[src/rtl/sevenseg_scan_ctrl.sv]
// sevenseg_scan_ctrl: scans a 16-bit word across a 4-digit common-anode
// display through one shared hex decoder. Each digit slot has a SHOW phase
// and a blanking GAP. New values are staged and committed only at the frame
// boundary.
module sevenseg_scan_ctrl #(
    parameter int unsigned REFRESH_DIV = 100000,
    parameter int unsigned GAP_CYCLES  = 2
) (
    input  logic        clk,
    input  logic        rst,
    input  logic [15:0] value,
    input  logic        load,
    input  logic        blank_lz,
    output logic [3:0]  x,
    output logic [3:0]  an_L,
    output logic        pending,
    output logic        load_ack
);

    localparam int unsigned CNT_MAX = (REFRESH_DIV > GAP_CYCLES) ? REFRESH_DIV : GAP_CYCLES;
    localparam int unsigned CNT_W   = (CNT_MAX > 1) ? $clog2(CNT_MAX) : 1;

    localparam logic [CNT_W-1:0] SHOW_LAST = CNT_W'(REFRESH_DIV - 1);
    localparam logic [CNT_W-1:0] GAP_LAST  = CNT_W'(GAP_CYCLES - 1);

    typedef enum logic {
        SHOW = 1'b0,
        GAP  = 1'b1
    } state_t;

    state_t           state, state_n;
    logic [1:0]       digit, digit_n;
    logic [CNT_W-1:0] cnt, cnt_n;
    logic [15:0]      disp, disp_n;
    logic [15:0]      stage, stage_n;
    logic             pending_n;
    logic             load_ack_n;
    logic             commit;
    logic             blank_n;
    logic [3:0]       x_n;
    logic [3:0]       an_n;
    logic [3:0]       one_hot_n;

    // Slot sequencing: SHOW for REFRESH_DIV cycles, GAP for GAP_CYCLES, then next digit.
    always_comb begin
        state_n = state;
        digit_n = digit;
        cnt_n   = cnt + CNT_W'(1);
        commit  = 1'b0;
        case (state)
            SHOW: begin
                if (cnt == SHOW_LAST) begin
                    state_n = GAP;
                    cnt_n   = '0;
                end
            end
            GAP: begin
                if (cnt == GAP_LAST) begin
                    state_n = SHOW;
                    cnt_n   = '0;
                    digit_n = digit + 2'd1;
                    // Frame boundary: leaving the gap after digit 3.
                    commit  = (digit == 2'd3) && pending;
                end
            end
            default: begin
                state_n = SHOW;
                cnt_n   = '0;
            end
        endcase
    end

    // Staging/commit datapath: last load wins, commit swaps the frame atomically.
    always_comb begin
        disp_n     = commit ? stage : disp;
        stage_n    = load ? value : stage;
        pending_n  = load ? 1'b1 : (commit ? 1'b0 : pending);
        load_ack_n = commit;
    end

    // Output decode for the coming cycle, so x/an_L are plain flops.
    always_comb begin
        blank_n = 1'b0;
        x_n     = disp_n[3:0];
        case (digit_n)
            2'd0: begin
                blank_n = 1'b0;
                x_n     = disp_n[3:0];
            end
            2'd1: begin
                blank_n = blank_lz && (disp_n[15:4] == 12'h000);
                x_n     = disp_n[7:4];
            end
            2'd2: begin
                blank_n = blank_lz && (disp_n[15:8] == 8'h00);
                x_n     = disp_n[11:8];
            end
            2'd3: begin
                blank_n = blank_lz && (disp_n[15:12] == 4'h0);
                x_n     = disp_n[15:12];
            end
            default: begin
                blank_n = 1'b0;
                x_n     = disp_n[3:0];
            end
        endcase
        one_hot_n = 4'b0001 << digit_n;
        an_n      = 4'b1111;
        if ((state_n == SHOW) && !blank_n) begin
            an_n = ~one_hot_n;
        end
    end

    // State and output registers with synchronous reset.
    always_ff @(posedge clk) begin
        if (rst) begin
            state    <= SHOW;
            digit    <= 2'd0;
            cnt      <= '0;
            disp     <= 16'h0000;
            stage    <= 16'h0000;
            pending  <= 1'b0;
            load_ack <= 1'b0;
            x        <= 4'h0;
            an_L     <= 4'b1110;
        end else begin
            state    <= state_n;
            digit    <= digit_n;
            cnt      <= cnt_n;
            disp     <= disp_n;
            stage    <= stage_n;
            pending  <= pending_n;
            load_ack <= load_ack_n;
            x        <= x_n;
            an_L     <= an_n;
        end
    end

endmodule

[config.mk]
export PLATFORM = sky130hd
export DESIGN_NAME = sevenseg_scan_ctrl
export DESIGN_NICKNAME = d
export VERILOG_FILES = /design/src/rtl/sevenseg_scan_ctrl.sv
export SDC_FILE = /design/constraint.sdc
export NUM_CORES = 1
export LEC_CHECK = 0
export CAP_MARGIN = 10
export CELL_PAD_IN_SITES_DETAIL_PLACEMENT = 1
export CELL_PAD_IN_SITES_GLOBAL_PLACEMENT = 1
export CORE_MARGIN = 2
export CORE_UTILIZATION = 34
export DETAILED_ROUTE_END_ITERATION = 6
export GPL_TIMING_DRIVEN = 0
export PLACE_DENSITY_LB_ADDON = 0.15
export SETUP_SLACK_MARGIN = 0.05
export SYNTH_ARGS = -nofsm -noshare
export SYNTH_HDL_FRONTEND = slang
export SYNTH_SLANG_ARGS = --single-unit
[constraint.sdc]
create_clock -name clk -period 1.85 [get_ports clk]
set_input_delay 0.555 -clock clk [delete_from_list [all_inputs] [get_ports clk]]
set_output_delay 0.555 -clock clk [all_outputs]
set_load 0.02 [all_outputs]
# [Word-level counts from Yosys, hierarchy flattened]
# Cells that the tools add are included.
[totals] register_bits=62 inputBits=20
[classes] reduce_logical=12 n_mux=16 shift=1 addsub=2 n_eq_ne=6 bitwise=4
[op_table] op="17-bit 2-to-1 mux" count=2
[op_table] op="17-bit one-hot mux with 2 select lines" count=1
[op_table] op="17-bit by 1-bit adder with 17-bit output (second input constant)" count=1
[op_table] op="17-bit by 1-bit equality test with 1-bit output (second input constant)" count=1
[op_table] op="17-bit equality test (second input constant)" count=1
[op_table] op="16-bit 2-to-1 mux" count=1
[op_table] op="4-bit one-hot mux with 4 select lines" count=1
[op_table] op="12-bit zero test" count=1
[op_table] op="8-bit zero test" count=1
[op_table] op="1-bit 2-to-1 mux" count=7
[op_table] op="2-bit equality test (second input constant)" count=3
[op_table] op="1-bit logical AND" count=5
[op_table] op="4-bit zero test" count=1
[op_table] op="2-bit 2-to-1 mux" count=2
[op_table] op="4-bit inverter" count=1
[op_table] op="1-bit one-hot mux with 4 select lines" count=1
[op_table] op="1-bit by 2-bit << shifter with 4-bit output (first input constant)" count=1
[op_table] op="1-bit inverter" count=3
[op_table] op="2-bit by 1-bit adder with 2-bit output (second input constant)" count=1
[op_table] op="2-bit by 1-bit equality test with 1-bit output (second input constant)" count=1
[op_table] op="2-bit zero test" count=1
[op_table] op="1-bit one-hot mux with 2 select lines" count=1
[op_table] op="2-bit nonzero test" count=1
[op_table] op="2-bit OR reduction" count=1
[op_table] op="1-bit zero test" count=1

# [Longest topological paths before layout]
[depth] ltp_word=12 ltp_mapped=10

# [Worst setup path before layout]
# No wires, ideal clock.
[synth_timing] path_type="register to register" start="register cnt[0]" end="register cnt[10]" path_slack_ns=-0.073 required_time_ns=1.735 setup_time_ns=0.115 synth_period_minus_slack_ns=1.923 n_path_buf=1 t_arrival_ns=1.808 path_stages_with_launch=9 cell_sequence="dfxtp_1 -> ha_1 -> and4_1 -> nand2_1 -> or4_1 -> nor2b_1 -> nand2_4 -> buf_6 -> nor2_1"
[synth_via] elab_chain_len=3 elab_cells_between_ends=6 classes_between="1 x add/sub; 2 x eq/ne; 3 x mux"
[synth_lines] element="start, declared" line_no="33" source="logic [CNT_W-1:0] cnt, cnt_n;"
[synth_lines] element="start signal, assigned" line_no="129" source="cnt <= cnt_n;"
[synth_lines] element="17-bit by 1-bit adder with 17-bit output, or another cell as far along" line_no="48" source="cnt_n = cnt + CNT_W'(1);"
[synth_lines] element="17-bit 2-to-1 mux (on tied branches)" line_no="58, 52"
[synth_lines] element="17-bit one-hot mux with 2 select lines *" line_no="50" source="case (state)"
# Mark *: on every way between the ends. The rest lies on a longest branch, timed or not.
# A chain may end at the register's enable or synchronous reset.

# [Worst setup path in the final report]
[layout_timing] start="register cnt[12]" end="register x[1]"
[layout_via] elab_chain_len=5 elab_cells_between_ends=11 classes_between="4 x eq/ne; 6 x mux; 1 x reduce/logical"
[layout_lines] element="17-bit by 1-bit equality test with 1-bit output *" line_no="58" source="if (cnt == GAP_LAST) begin"
[layout_lines] element="2-bit 2-to-1 mux or 1-bit 2-to-1 mux (tied branches)" line_no="58"
[layout_lines] element="2-bit 2-to-1 mux or 1-bit 2-to-1 mux (tied branches)" line_no="50"
[layout_lines] element="2-bit equality test, or another cell as far along" line_no="85" source="case (digit_n)"
[layout_lines] element="4-bit one-hot mux with 4 select lines *" line_no="85"
[layout_lines] element="end signal, assigned" line_no="134" source="x <= x_n;"
[layout_lines] element="end, declared" line_no="14" source="output logic [3:0] x,"
# Marks and branches as above.

==> flow_summary.json <==
{
  "switchingPower_mw": 0.682,
  "timing.fmax_mhz": 484,
  "rsz0062_at_grt": "yes",
  "hold_ws_ns": 0.491,
  "startpoint_type": "flop",
  "slowest_delay_ns": 0.37,
  "tritoncts": "yes",
  "num_rows": 33,
  "drtPass1Iterations": 4,
  "cts_buffers": 9,
  "grt_overflow": 0,
  "clock-root-buffer": "clkbuf_8",
  "vias": 2487,
  "nets": 390,
  "outcome": "finished with violations",
  "skew_ns": 0.00872,
  "finalCritPeriodShare": 1.12,
  "tightestPinTransition_ns": 0.743,
  "worstSetupPathType": "reg -> reg",
  "p_per_area_mw_per_mm2": 675,
  "synth_nets": 329,
  "worstHoldStart": "disp[9]",
  "drtAntennaViolNets": 0,
  "syn_inst": 306,
  "post-synth-top-area-cell": "dfxtp_1",
  "place.gp.congestion": 0.864,
  "comb_power_share": 0.083,
  "initial_core_util": 0.347,
  "fin_crit_ns": 2.07,
  "dpl.hpwl_mm": 5.51,
  "fin_tns_setup_ns": -4.57,
  "worst_skew_pair.late_latency_ns": 0.34,
  "cp.arrival_ns": 2.33,
  "drive_gt1_frac": 0.328,
  "clockPowerShare": 0.395,
  "vias_per_cell": 5.21,
  "hp-class": "reg -> reg",
  "die_area_mm2": 0.00905,
  "core_mm2": 0.00813,
  "ir_drop_uv": 301,
  "rrSetupSlack_ns": -0.22,
  "drt_iter0_markers": 87,
  "synthTopCellsByArea": "dfxtp_1, mux2i_1, nor2_1, nand2_1, xor2_1",
  "crit_slowest_cell": "dfxtp_4",
  "async_flop_share": 0,
  "io_pins": 30,
  "synth-edff-count": 0,
  "finalSetupViolations": 30,
  "grt_pass1_wl_mm": 13.0,
  "port_buffers": 27,
  "drv_cap": 0,
  "slew_violations": 0,
  "p_seq_frac": 0.522,
  "die_w_um": 95.1,
  "r2r-start": "cnt[12]",
  "syn_area_mm2": 0.00282,
  "violations": "negative setup slack",
  "antenna-diode-count": 0,
  "cp_max_fo": 7,
  "drc": 0,
  "cts.sinks": 62,
  "ctsHoldBuffers": 0,
  "grt_pass1_vias": 2520,
  "hold_violations": 0,
  "area_delta_synth_final_pct": 40.4,
  "wl_per_cell_um": 16.8,
  "track_usage": 0.192,
  "required_ns": 2.11,
  "crit_start": "cnt[12]",
  "swShare": 0.255,
  "cp-end-kind": "flop",
  "yosysSeqAreaShare": 0.440,
  "yosys.area.top_type_share": 0.440,
  "reg2reg_to": "x[1]",
  "synth.distinct_cells": 51,
  "setup_ws_ns": -0.218,
  "crit_path_end": "x[1]",
  "yosys_warnings": 0,
  "syn-mean-instance-area_um2": 9.22,
  "max_slew_margin": 0.504,
  "routed_wl_mm": 8.03,
  "internal_power_mw": 1.99,
  "cts_buffer_depth": 2,
  "rr_worst_depth": 8,
  "synthFlopType": "dfxtp_1",
  "leakage_nw": 1.48,
  "cts.htree.levels": 3,
  "synth-seq-cells": 62,
  "die_y_um": 95.1,
  "antenna_found_initial": 0,
  "power_mw": 2.68,
  "cts.clk_slew.worst_paths_ns": 0.07,
  "grt_max_degree": 11,
  "path_cells": "nor4_4 > and3_1 > buf_6 > nand3_4 > buf_12 > mux2i_2 > a32o_1 > a211oi_2"
}
worst min path at each step:
| stage | slack [ns] | end | depth (start not counted) |
|---|---|---|---|
| final | 0.49 | disp[9] | 2 |
| after global routing | 0.51 | disp[7] | 2 |
| after CTS | 0.49 | disp[7] | 2 |
| after detailed placement | 0.45 | cnt[0] | 1 |
| after global placement | 0.45 | cnt[0] | 1 |
| after floorplan | 0.44 | disp[13] | 2 |
registers in the layout, summed over array words and instances, names as in the netlist:
signal	flops
an_L	4
cnt	17
digit	2
disp	16
load_ack	1
pending	1
stage	16
state	1
x	4
layout make-up:
| type | count | area, um^2 |
|---|---|---|
| Timing Repair Buffer | 52 | 500 |
| Inverter | 4 | 15.0 |
| Buffer | 12 | 88.8 |
| Clock inverter | 4 | 22.5 |
| Tap cell | 105 | 131 |
| Multi-Input combinational cell | 226 | 1810 |
| Sequential cell | 62 | 1250 |
| Clock buffer | 12 | 145 |
| Fill cell | 905 | 4170 |
cell usage after synthesis (4+ instances only):
library cell / number
nor3_1: 5
and3_1: 7
xnor2_1: 5
nor4_1: 5
nand2_1: 29
inv_1: 4
o21ai_0: 8
nand3_1: 10
xor2_1: 10
nand4_1: 6
clkbuf_1: 10
a21oi_1: 15
mux2i_1: 27
nor2_1: 53
dfxtp_1: 62
critical path, delay by kind of cell, from the launching register on:
| kind | cells | cell delay, ns |
|---|---|---|
| buf+inv | 2 | 0.32 |
| flops | 1 | 0.37 |
| simple gates | 3 | 0.73 |
| mux | 1 | 0.16 |
| compound gates | 2 | 0.40 |
routing by layer:
metal	track usage	up-vias	wire length (um)	share of wire
li1	-	1199	-	-
met1	0.258	1236	3870	0.48
met2	0.300	43	3810	0.47
met3	0.0451	9	245	0.031
met4	0.0664	0	95	0.012
met5	0	-	0	0
kinds of logic after synthesis:
kind of cell               Yosys count  synth area share
and+or+nand+nor                    137             0.260
buffers and inverters               18            0.0332
AOI/OAI and AO/OA                   42             0.103
xor gates and xnor gates            15            0.0465
adders and majority gates            3            0.0133
DFF                                 62             0.440
muxes                               29             0.104
cell usage in the layout, fill, tap and decap left out, types with 6 or more instances in the layout:
| cell type | n |
|---|---|
| buf_6 | 8 |
| clkbuf_1 | 9 |
| mux2i_1 | 17 |
| a21oi_2 | 11 |
| nand2_2 | 12 |
| nand2_1 | 15 |
| nor2_1 | 50 |
| clkbuf_8 | 10 |
| dlygate4sd2_1 | 10 |
| buf_4 | 17 |
| mux2i_4 | 6 |
| nand3_1 | 9 |
| clkdlybuf4s50_1 | 17 |
| xor2_1 | 10 |
| nand4_1 | 6 |
| dfxtp_1 | 56 |
| and3_1 | 7 |
power groups by stage:
| stage | clock network [mW] | logic, mW | registers, mW |
|---|---|---|---|
| 6_report | 1.06 | 0.222 | 1.40 |
| 2_1_floorplan | 0 | 0.108 | 1.42 |
| 5_1_grt | 1.17 | 0.241 | 1.40 |
| 3_3_place_gp | 0 | 0.174 | 1.42 |
| 4_1_cts | 1.10 | 0.209 | 1.40 |
| 3_5_place_dp | 0 | 0.178 | 1.43 |
stage by stage:
step	cell area, um^2	utilization	std cells	setup slack [ns]
6_report	3960	0.487	477	-0.218
5_1_grt	3960	0.487	477	-0.336
4_1_cts	3810	0.468	470	-0.244
3_5_place_dp	3250	0.400	438	-0.504
3_3_place_gp	3250	0.400	438	-0.465
2_1_floorplan	2850	-	306	-0.0127
timing repair:
item,CTS,global route
buffers inserted,16,10
setup endpoints to repair,54,52
pin swaps,21,19
cloned,2,0
gates resized for setup,68,36
Note: power is estimated with default switching activity, not from simulation.
